### src/rtl/fetch_pkg.sv
// Shared fetch definitions: memory access encodings, default start PC,
// fetch FSM state type and a saturating adder for statistics counters.
package fetch_pkg;

  localparam logic [1:0] ACCESS_1W  = 2'b00;
  localparam logic [1:0] ACCESS_4W  = 2'b01;
  localparam logic [1:0] ACCESS_8W  = 2'b10;
  localparam logic [1:0] ACCESS_16W = 2'b11;

  localparam logic RW_READ  = 1'b1;
  localparam logic RW_WRITE = 1'b0;

  localparam logic [31:0] DEFAULT_START_ADDR = 32'h8002_0000;

  typedef enum logic [1:0] {
    ST_IDLE  = 2'd0,
    ST_ISSUE = 2'd1,
    ST_WAIT  = 2'd2
  } fetch_state_e;

  function automatic logic [31:0] sat_add32(input logic [31:0] a, input logic [31:0] b);
    logic [32:0] sum;
    sum = {1'b0, a} + {1'b0, b};
    if (sum[32]) begin
      return 32'hFFFF_FFFF;
    end else begin
      return sum[31:0];
    end
  endfunction

endpackage

### src/rtl/sync_fifo.sv
// Show-ahead synchronous FIFO with a synchronous flush that wins over push/pop.
// Head data reads as zero while empty.
module sync_fifo #(
  parameter int WIDTH = 64,
  parameter int DEPTH = 4,
  localparam int AW = $clog2(DEPTH),
  localparam int CW = $clog2(DEPTH + 1)
) (
  input  logic             clock,
  input  logic             reset_n,
  input  logic             flush,
  input  logic             push,
  input  logic [WIDTH-1:0] push_data,
  input  logic             pop,
  output logic [WIDTH-1:0] head_data,
  output logic             head_valid,
  output logic [CW-1:0]    count
);

  logic [WIDTH-1:0] mem_r [DEPTH];
  logic [AW-1:0]    wr_ptr_r;
  logic [AW-1:0]    rd_ptr_r;
  logic [CW-1:0]    count_r;
  logic             do_push_s;
  logic             do_pop_s;

  assign do_pop_s  = pop & (count_r != CW'(0));
  assign do_push_s = push & ((count_r != CW'(DEPTH)) | do_pop_s);

  // Pointer and occupancy bookkeeping.
  always_ff @(posedge clock or negedge reset_n) begin
    if (!reset_n) begin
      wr_ptr_r <= '0;
      rd_ptr_r <= '0;
      count_r  <= '0;
    end else if (flush) begin
      wr_ptr_r <= '0;
      rd_ptr_r <= '0;
      count_r  <= '0;
    end else begin
      if (do_push_s) wr_ptr_r <= wr_ptr_r + AW'(1);
      if (do_pop_s)  rd_ptr_r <= rd_ptr_r + AW'(1);
      case ({do_push_s, do_pop_s})
        2'b10:   count_r <= count_r + CW'(1);
        2'b01:   count_r <= count_r - CW'(1);
        default: count_r <= count_r;
      endcase
    end
  end

  // Storage array; contents are masked at the output while empty.
  always_ff @(posedge clock) begin
    if (do_push_s && !flush) begin
      mem_r[wr_ptr_r] <= push_data;
    end
  end

  // Show-ahead head presentation.
  always_comb begin
    head_data = '0;
    if (count_r != CW'(0)) begin
      head_data = mem_r[rd_ptr_r];
    end else begin
      head_data = '0;
    end
  end

  assign head_valid = (count_r != CW'(0));
  assign count      = count_r;

endmodule

### src/rtl/fetch_queue.sv
// Instruction-fetch front end: sequential PC generation, credit-limited issue,
// latency tracker and decode queue. Optional counters under FETCH_QUEUE_STATS_EN.
module fetch_queue
  import fetch_pkg::*;
#(
  parameter int                    ADDR_WIDTH   = 32,
  parameter int                    DATA_WIDTH   = 32,
  parameter int                    DEPTH        = 4,
  parameter int                    READ_LATENCY = 1,
  parameter logic [ADDR_WIDTH-1:0] START_ADDR   = ADDR_WIDTH'(DEFAULT_START_ADDR),
  localparam int                   OCC_W        = $clog2(DEPTH + 1)
) (
  input  logic                  clock,
  input  logic                  reset_n,
  input  logic                  enable_fetch,
  input  logic                  redirect,
  input  logic [ADDR_WIDTH-1:0] redirect_pc,
  output logic [ADDR_WIDTH-1:0] mem_address,
  output logic                  mem_enable,
  output logic                  mem_rw,
  output logic [1:0]            mem_access_size,
  input  logic                  mem_busy,
  input  logic [DATA_WIDTH-1:0] mem_data_out,
  output logic [DATA_WIDTH-1:0] insn,
  output logic [ADDR_WIDTH-1:0] pc,
  output logic                  insn_valid,
  input  logic                  insn_ready,
  output logic [OCC_W-1:0]      occupancy
`ifdef FETCH_QUEUE_STATS_EN
  ,
  output logic [31:0]           stat_fetched,
  output logic [31:0]           stat_stall,
  output logic [31:0]           stat_squashed
`endif
);

  localparam int SUM_W = $clog2(DEPTH + READ_LATENCY + 1);

  fetch_state_e            state_r;
  fetch_state_e            state_nxt_s;
  logic [ADDR_WIDTH-1:0]   fetch_pc_r;
  logic [READ_LATENCY-1:0] trk_vld_r;
  logic [ADDR_WIDTH-1:0]   trk_tag_r [READ_LATENCY];
  logic [SUM_W-1:0]        inflight_s;
  logic [SUM_W-1:0]        credit_used_s;
  logic                    has_credit_s;
  logic                    issue_s;
  logic                    push_s;
  logic                    pop_s;
  logic [OCC_W-1:0]        occ_s;
  logic [ADDR_WIDTH+DATA_WIDTH-1:0] head_s;

  // Count requests still travelling through the latency tracker.
  always_comb begin
    inflight_s = '0;
    for (int i = 0; i < READ_LATENCY; i++) begin
      inflight_s = inflight_s + SUM_W'(trk_vld_r[i]);
    end
  end

  assign credit_used_s = SUM_W'(occ_s) + inflight_s;
  assign has_credit_s  = credit_used_s < SUM_W'(DEPTH);
  assign issue_s       = enable_fetch & ~mem_busy & ~redirect & has_credit_s;
  assign push_s        = trk_vld_r[READ_LATENCY-1] & ~redirect;
  assign pop_s         = insn_valid & insn_ready & ~redirect;

  // Next-state selection from current inputs and credit.
  always_comb begin
    state_nxt_s = state_r;
    if (redirect) begin
      state_nxt_s = enable_fetch ? ST_ISSUE : ST_IDLE;
    end else if (!enable_fetch) begin
      state_nxt_s = ST_IDLE;
    end else if (mem_busy || !has_credit_s) begin
      state_nxt_s = ST_WAIT;
    end else begin
      state_nxt_s = ST_ISSUE;
    end
  end

  // FSM state register.
  always_ff @(posedge clock or negedge reset_n) begin
    if (!reset_n) begin
      state_r <= ST_IDLE;
    end else begin
      state_r <= state_nxt_s;
    end
  end

  // Fetch PC: redirect target is word aligned; a held request keeps its address.
  always_ff @(posedge clock or negedge reset_n) begin
    if (!reset_n) begin
      fetch_pc_r <= START_ADDR;
    end else if (redirect) begin
      fetch_pc_r <= redirect_pc & ~ADDR_WIDTH'(3);
    end else if (issue_s) begin
      fetch_pc_r <= fetch_pc_r + ADDR_WIDTH'(4);
    end else begin
      fetch_pc_r <= fetch_pc_r;
    end
  end

  // Latency tracker; redirect kills every outstanding request.
  always_ff @(posedge clock or negedge reset_n) begin
    if (!reset_n) begin
      trk_vld_r <= '0;
      for (int i = 0; i < READ_LATENCY; i++) trk_tag_r[i] <= '0;
    end else begin
      trk_tag_r[0] <= fetch_pc_r;
      for (int i = 1; i < READ_LATENCY; i++) trk_tag_r[i] <= trk_tag_r[i-1];
      if (redirect) begin
        trk_vld_r <= '0;
      end else begin
        trk_vld_r[0] <= issue_s;
        for (int i = 1; i < READ_LATENCY; i++) trk_vld_r[i] <= trk_vld_r[i-1];
      end
    end
  end

  sync_fifo #(
    .WIDTH (ADDR_WIDTH + DATA_WIDTH),
    .DEPTH (DEPTH)
  ) u_queue (
    .clock      (clock),
    .reset_n    (reset_n),
    .flush      (redirect),
    .push       (push_s),
    .push_data  ({trk_tag_r[READ_LATENCY-1], mem_data_out}),
    .pop        (pop_s),
    .head_data  (head_s),
    .head_valid (insn_valid),
    .count      (occ_s)
  );

  assign pc              = head_s[ADDR_WIDTH+DATA_WIDTH-1:DATA_WIDTH];
  assign insn            = head_s[DATA_WIDTH-1:0];
  assign occupancy       = occ_s;
  assign mem_address     = fetch_pc_r;
  assign mem_enable      = issue_s;
  assign mem_rw          = RW_READ;
  assign mem_access_size = ACCESS_1W;

`ifdef FETCH_QUEUE_STATS_EN
  logic [31:0] stat_fetched_r;
  logic [31:0] stat_stall_r;
  logic [31:0] stat_squashed_r;

  // Saturating activity counters.
  always_ff @(posedge clock or negedge reset_n) begin
    if (!reset_n) begin
      stat_fetched_r  <= 32'd0;
      stat_stall_r    <= 32'd0;
      stat_squashed_r <= 32'd0;
    end else begin
      stat_fetched_r  <= sat_add32(stat_fetched_r, {31'd0, push_s});
      stat_stall_r    <= sat_add32(stat_stall_r, {31'd0, (state_r == ST_WAIT)});
      stat_squashed_r <= redirect ? sat_add32(stat_squashed_r, 32'(credit_used_s))
                                  : stat_squashed_r;
    end
  end

  assign stat_fetched  = stat_fetched_r;
  assign stat_stall    = stat_stall_r;
  assign stat_squashed = stat_squashed_r;
`endif

endmodule
### config.mk
export PLATFORM = sky130hd
export DESIGN_NAME = fetch_queue
export DESIGN_NICKNAME = d
export VERILOG_FILES = /design/src/rtl/fetch_pkg.sv /design/src/rtl/sync_fifo.sv /design/src/rtl/fetch_queue.sv
export SDC_FILE = /design/constraint.sdc
export NUM_CORES = 1
export LEC_CHECK = 0
export ABC_AREA = 1
export CAP_MARGIN = 10
export CORE_MARGIN = 1
export CORE_UTILIZATION = 57
export CTS_BUF_LIST = sky130_fd_sc_hd__clkbuf_8
export DETAILED_ROUTE_END_ITERATION = 16
export GPL_TIMING_DRIVEN = 0
export PLACE_DENSITY_LB_ADDON = 0.2
export SETUP_SLACK_MARGIN = 0.02
export SLEW_MARGIN = 20
export SYNTH_ARGS = -nofsm -noshare
export SYNTH_HDL_FRONTEND = slang
export SYNTH_SLANG_ARGS = --single-unit
### constraint.sdc
create_clock -name clock -period 5.2 [get_ports clock]
set_input_delay 0.52 -clock clock [delete_from_list [all_inputs] [get_ports clock]]
set_output_delay 0.52 -clock clock [all_outputs]
set_load 0.03 [all_outputs]
==> flow_metrics.env, run 1 <==
export IMPL_drtAntennaViolNets=0
export IMPL_place_inst=1677
export IMPL_drc=0
export IMPL_area_growth_pct=25.8
export IMPL_fmax_ghz=0.283
export IMPL_pwr_density_cell_nw_per_um2=336
export IMPL_setup_tns_ns=0
export IMPL_cap_violations=0
export IMPL_tightest_slew_ns=0.741
export IMPL_synthSimpleGateAreaFrac_pct=16.0
export IMPL_synth_top_family_by_area="simple AND/OR/NAND/NOR gates"
export IMPL_relSlewSlack_pct=50.5
export IMPL_overflow=0
export IMPL_arrival_ns=3.01
export IMPL_power_mw=5.55
export IMPL_crit_type="reg2out"
export IMPL_synthMuxAreaShare_pct=0
export IMPL_synth_compound_gate_area_share_pct=8.66
export IMPL_grt_pass1_vias=9141
export IMPL_multiInputGateArea_sq_um=3500
export IMPL_required_ns=4.68
export IMPL_status="completed"
export IMPL_rsz0062_at_grt="false"
export IMPL_cp_end_kind="output port"
export IMPL_skew_ns=0.0118
export IMPL_dr_pass1_iters=5
export IMPL_num_rows=55
export IMPL_coreArea_sq_um=22600
export IMPL_seq_area_sq_um=9150
export IMPL_synth_top_cell_area_share_pct=56.7
export IMPL_period_minus_slack_ns=3.53
export IMPL_dp_hpwl_microns=20700
export IMPL_synth_seq_cells=316
export IMPL_port_buffers=163
export IMPL_critPathLaunchType="flop"
export IMPL_drt_iter0_drc=674
export IMPL_synth_edf_count=248
export IMPL_seq_area_frac_synth_pct=69.6
export IMPL_yosys_area_share_adder_pct=0.628
export IMPL_cts_sinks=316
export IMPL_layout_nets=1518
export IMPL_syn_avg_cell_area_sq_um=10.9
export IMPL_cts_resized=0
export IMPL_die_width_microns=154
export IMPL_post_drt_wl_per_cell_microns=17.6
export IMPL_ys_flop_type="edfxtp_1"
export IMPL_ir_drop_mv=0.187
export IMPL_drive_gt1_share_pct=9.46
export IMPL_grt_pass1_wl_microns=48100
export IMPL_syn_cell_area_sq_um=13100
export IMPL_viasPerCell=5.38
export IMPL_path_clk_slew_ns=0.06
export IMPL_ys_async_sr_fraction_pct=21.5
export IMPL_cts_inserted_buffers=47
export IMPL_synthTopCellsByArea="edfxtp_1 (57%), dfrtp_1 (13%), nor2_1 (8.5%)"
export IMPL_grt_max_degree=43
export IMPL_grt_total_usage_pct=26.6
export IMPL_ys_types=35
export IMPL_cp_max_fo=10
export IMPL_post_cts_setup_buffers=0
export IMPL_ios=174
export IMPL_slowest_delay_ns=0.70
export IMPL_synth_xor_area_share_pct=0.866
export IMPL_path_cells="buf_4 -> clkinv_2 -> buf_2 -> clkbuf_1 -> o21ai_0 -> a21oi_1 -> clkdlybuf4s50_1"
export IMPL_r2r_slack_ns=2.81
export IMPL_setup_viol=0
export IMPL_htreeDepth=2
export IMPL_yosysWarnings=0
export IMPL_num_vias=9501
export IMPL_yosys_area_top_type="edfxtp_1"
export IMPL_num_antenna_cells=0
export IMPL_drt_total_wl_microns=31100
export IMPL_syn_inst=1211
export IMPL_die_area_sq_um=23700
export IMPL_drv_slew=0
export IMPL_hold_path_class="in2reg"
export IMPL_period_share_pct=67.9
export IMPL_hold_viol=0
export IMPL_fillerInstances=1553
export IMPL_cts_tree="built"
export IMPL_die_y_microns=154
export IMPL_antenna_found_initial=0
export IMPL_initial_core_util_pct=58.0
export IMPL_cts_root_buf="clkbuf_8"
export IMPL_clk_path_buf_depth=3
export IMPL_cpMaxStageDelayCell="clkdlybuf4s50_1"
export IMPL_gp_congestion=0.897
export IMPL_clkLatencyLatePin_ns=0.54
export IMPL_cts_hold_buf=1
export IMPL_instances_no_fill=1765
export IMPL_p_leak_nw=6.23
[routing by layer]
metal  vias to the layer above  wire length (microns)  track usage [%]
met1                      4469                  13200             36.8
met3                        44                   2370             3.95
li1                       4558                      -                -
met2                       430                  15000             43.7
met5                         -                      0                0
met4                         0                    577             8.95
[synth_stat cells, types with 2 or more instances]
master,number
nor2_1,296
edfxtp_1,248
nand2_1,182
o21ai_0,131
dfrtp_1,66
a21oi_1,65
inv_1,58
nand3_1,32
clkbuf_1,25
o21ai_1,18
buf_2,16
buf_4,11
xor2_1,9
buf_1,6
nor2_2,6
o211ai_1,6
ha_1,5
inv_2,4
xnor2_1,4
nand2_2,3
buf_6,2
conb_1,2
dfstp_2,2
nand4_1,2
o21bai_1,2
[layout make-up]
cell class / count / area share [%]
well taps: 285 / 2.16
clock buffers: 51 / 4.25
multi-input cells: 776 / 21.1
clock inverters: 36 / 1.88
repair buffers: 177 / 11.9
inverters: 63 / 1.44
flip-flops and latches: 316 / 55.4
plain buffers: 61 / 1.85
[flip-flops by register name, summed over array words and instances, names as in the netlist]
name and cells:
u_queue.count 3, u_queue.wr_ptr_r 2, trk_tag_r 30, mem_address 30
u_queue.mem_r 248, u_queue.rd_ptr_r 2, trk_vld_r 1
[cell families (layout without fill, tap and decap cells)]
family / Yosys count / count (layout)
other: 2 / 7
AO/OA/AOI/OAI: 223 / 223
flip-flops: 316 / 316
XOR/XNOR: 13 / 13
buffers and inverters: 124 / 388
adder cells (fa/ha/maj): 6 / 6
AND/OR/NAND/NOR: 527 / 527
[layout by cell type (no fill, tap or decap), types with 2 or more instances in the layout]
cell and instances:
xor2_1 9, inv_2 4, dfstp_2 2, bufinv_16 6, nor2_4 5, nand2_1 182, clkdlybuf4s50_1 162, edfxtp_1 248
ha_1 5, o21ai_0 131, buf_12 2, nor2_2 6, o21ai_1 18, clkinv_1 7, buf_6 2, nand4_1 2
buf_4 12, clkbuf_1 25, conb_1 7, inv_1 68, nor2_1 292, o211ai_1 6, nand2_2 3, a21oi_1 65
nand3_1 32, buf_1 6, xnor2_1 4, buf_16 10, buf_2 16, clkbuf_8 51, dfrtp_1 66, clkinv_2 13
o21bai_1 2
[power breakdown]
group | switching (mW) | internal, mW | total (mW)
clock | 0.919 | 1.21 | 2.13
sequential | 0.0925 | 2.82 | 2.91
combinational | 0.314 | 0.201 | 0.515
total | 1.32 | 4.23 | 5.55
[metrics by stage]
stage,util (%),worst slack [ns],instance area [sq um],hold slack (ns)
2_1_floorplan,-,1.16,13200,0.224
3_3_place_gp,66.9,-1.33,15100,0.435
3_5_place_dp,68.5,2.19,15500,0.439
4_1_cts,73.0,1.63,16500,0.338
5_1_grt,73.0,1.51,16500,0.371
6_report,73.0,1.67,16500,0.346
[worst paths after layout]
path / from / endpoint / cells past startpoint
max in group asynchronous: reset_n / mem_address[31] / 3
worst min-delay path: redirect / u_queue.wr_ptr_r[1] / 4
min in group asynchronous: reset_n / mem_address[12] / 2
worst min register to register: mem_address[31] / trk_tag_r[31] / 0
worst max register to register: u_queue.count[0] / u_queue.mem_r[0][13] / 6
worst max-delay path: u_queue.rd_ptr_r[0] / insn[18] / 7
[critical path, delay by kind of cell, from the launching register on]
family                 cells  cell delay (ns)
AO/OA/AOI/OAI              2             0.40
buffers and inverters      5             1.68
flip-flops                 1             0.37
No activity file was read; power rests on OpenSTA's default activity.
==> run 2: changes to the inputs <==
==> constraint.sdc (replaced) <==
create_clock -name clock -period 3.7 [get_ports clock]
set_input_delay 0.37 -clock clock [delete_from_list [all_inputs] [get_ports clock]]
set_output_delay 0.37 -clock clock [all_outputs]
set_load 0.03 [all_outputs]
==> results of run 2 <==
The final DEF is identical to that of run 1. Status: completed.
Among the figures that moved: setup slack after placement 2.19 ns -> 0.853 ns; setup slack after layout 1.67 ns -> 0.319 ns; hold slack 0.346 ns -> 0.196 ns; register-to-register setup slack 2.81 ns -> 1.31 ns; total power 5.55 mW -> 7.81 mW; worst IR drop on VDD 0.187 mV -> 0.262 mV
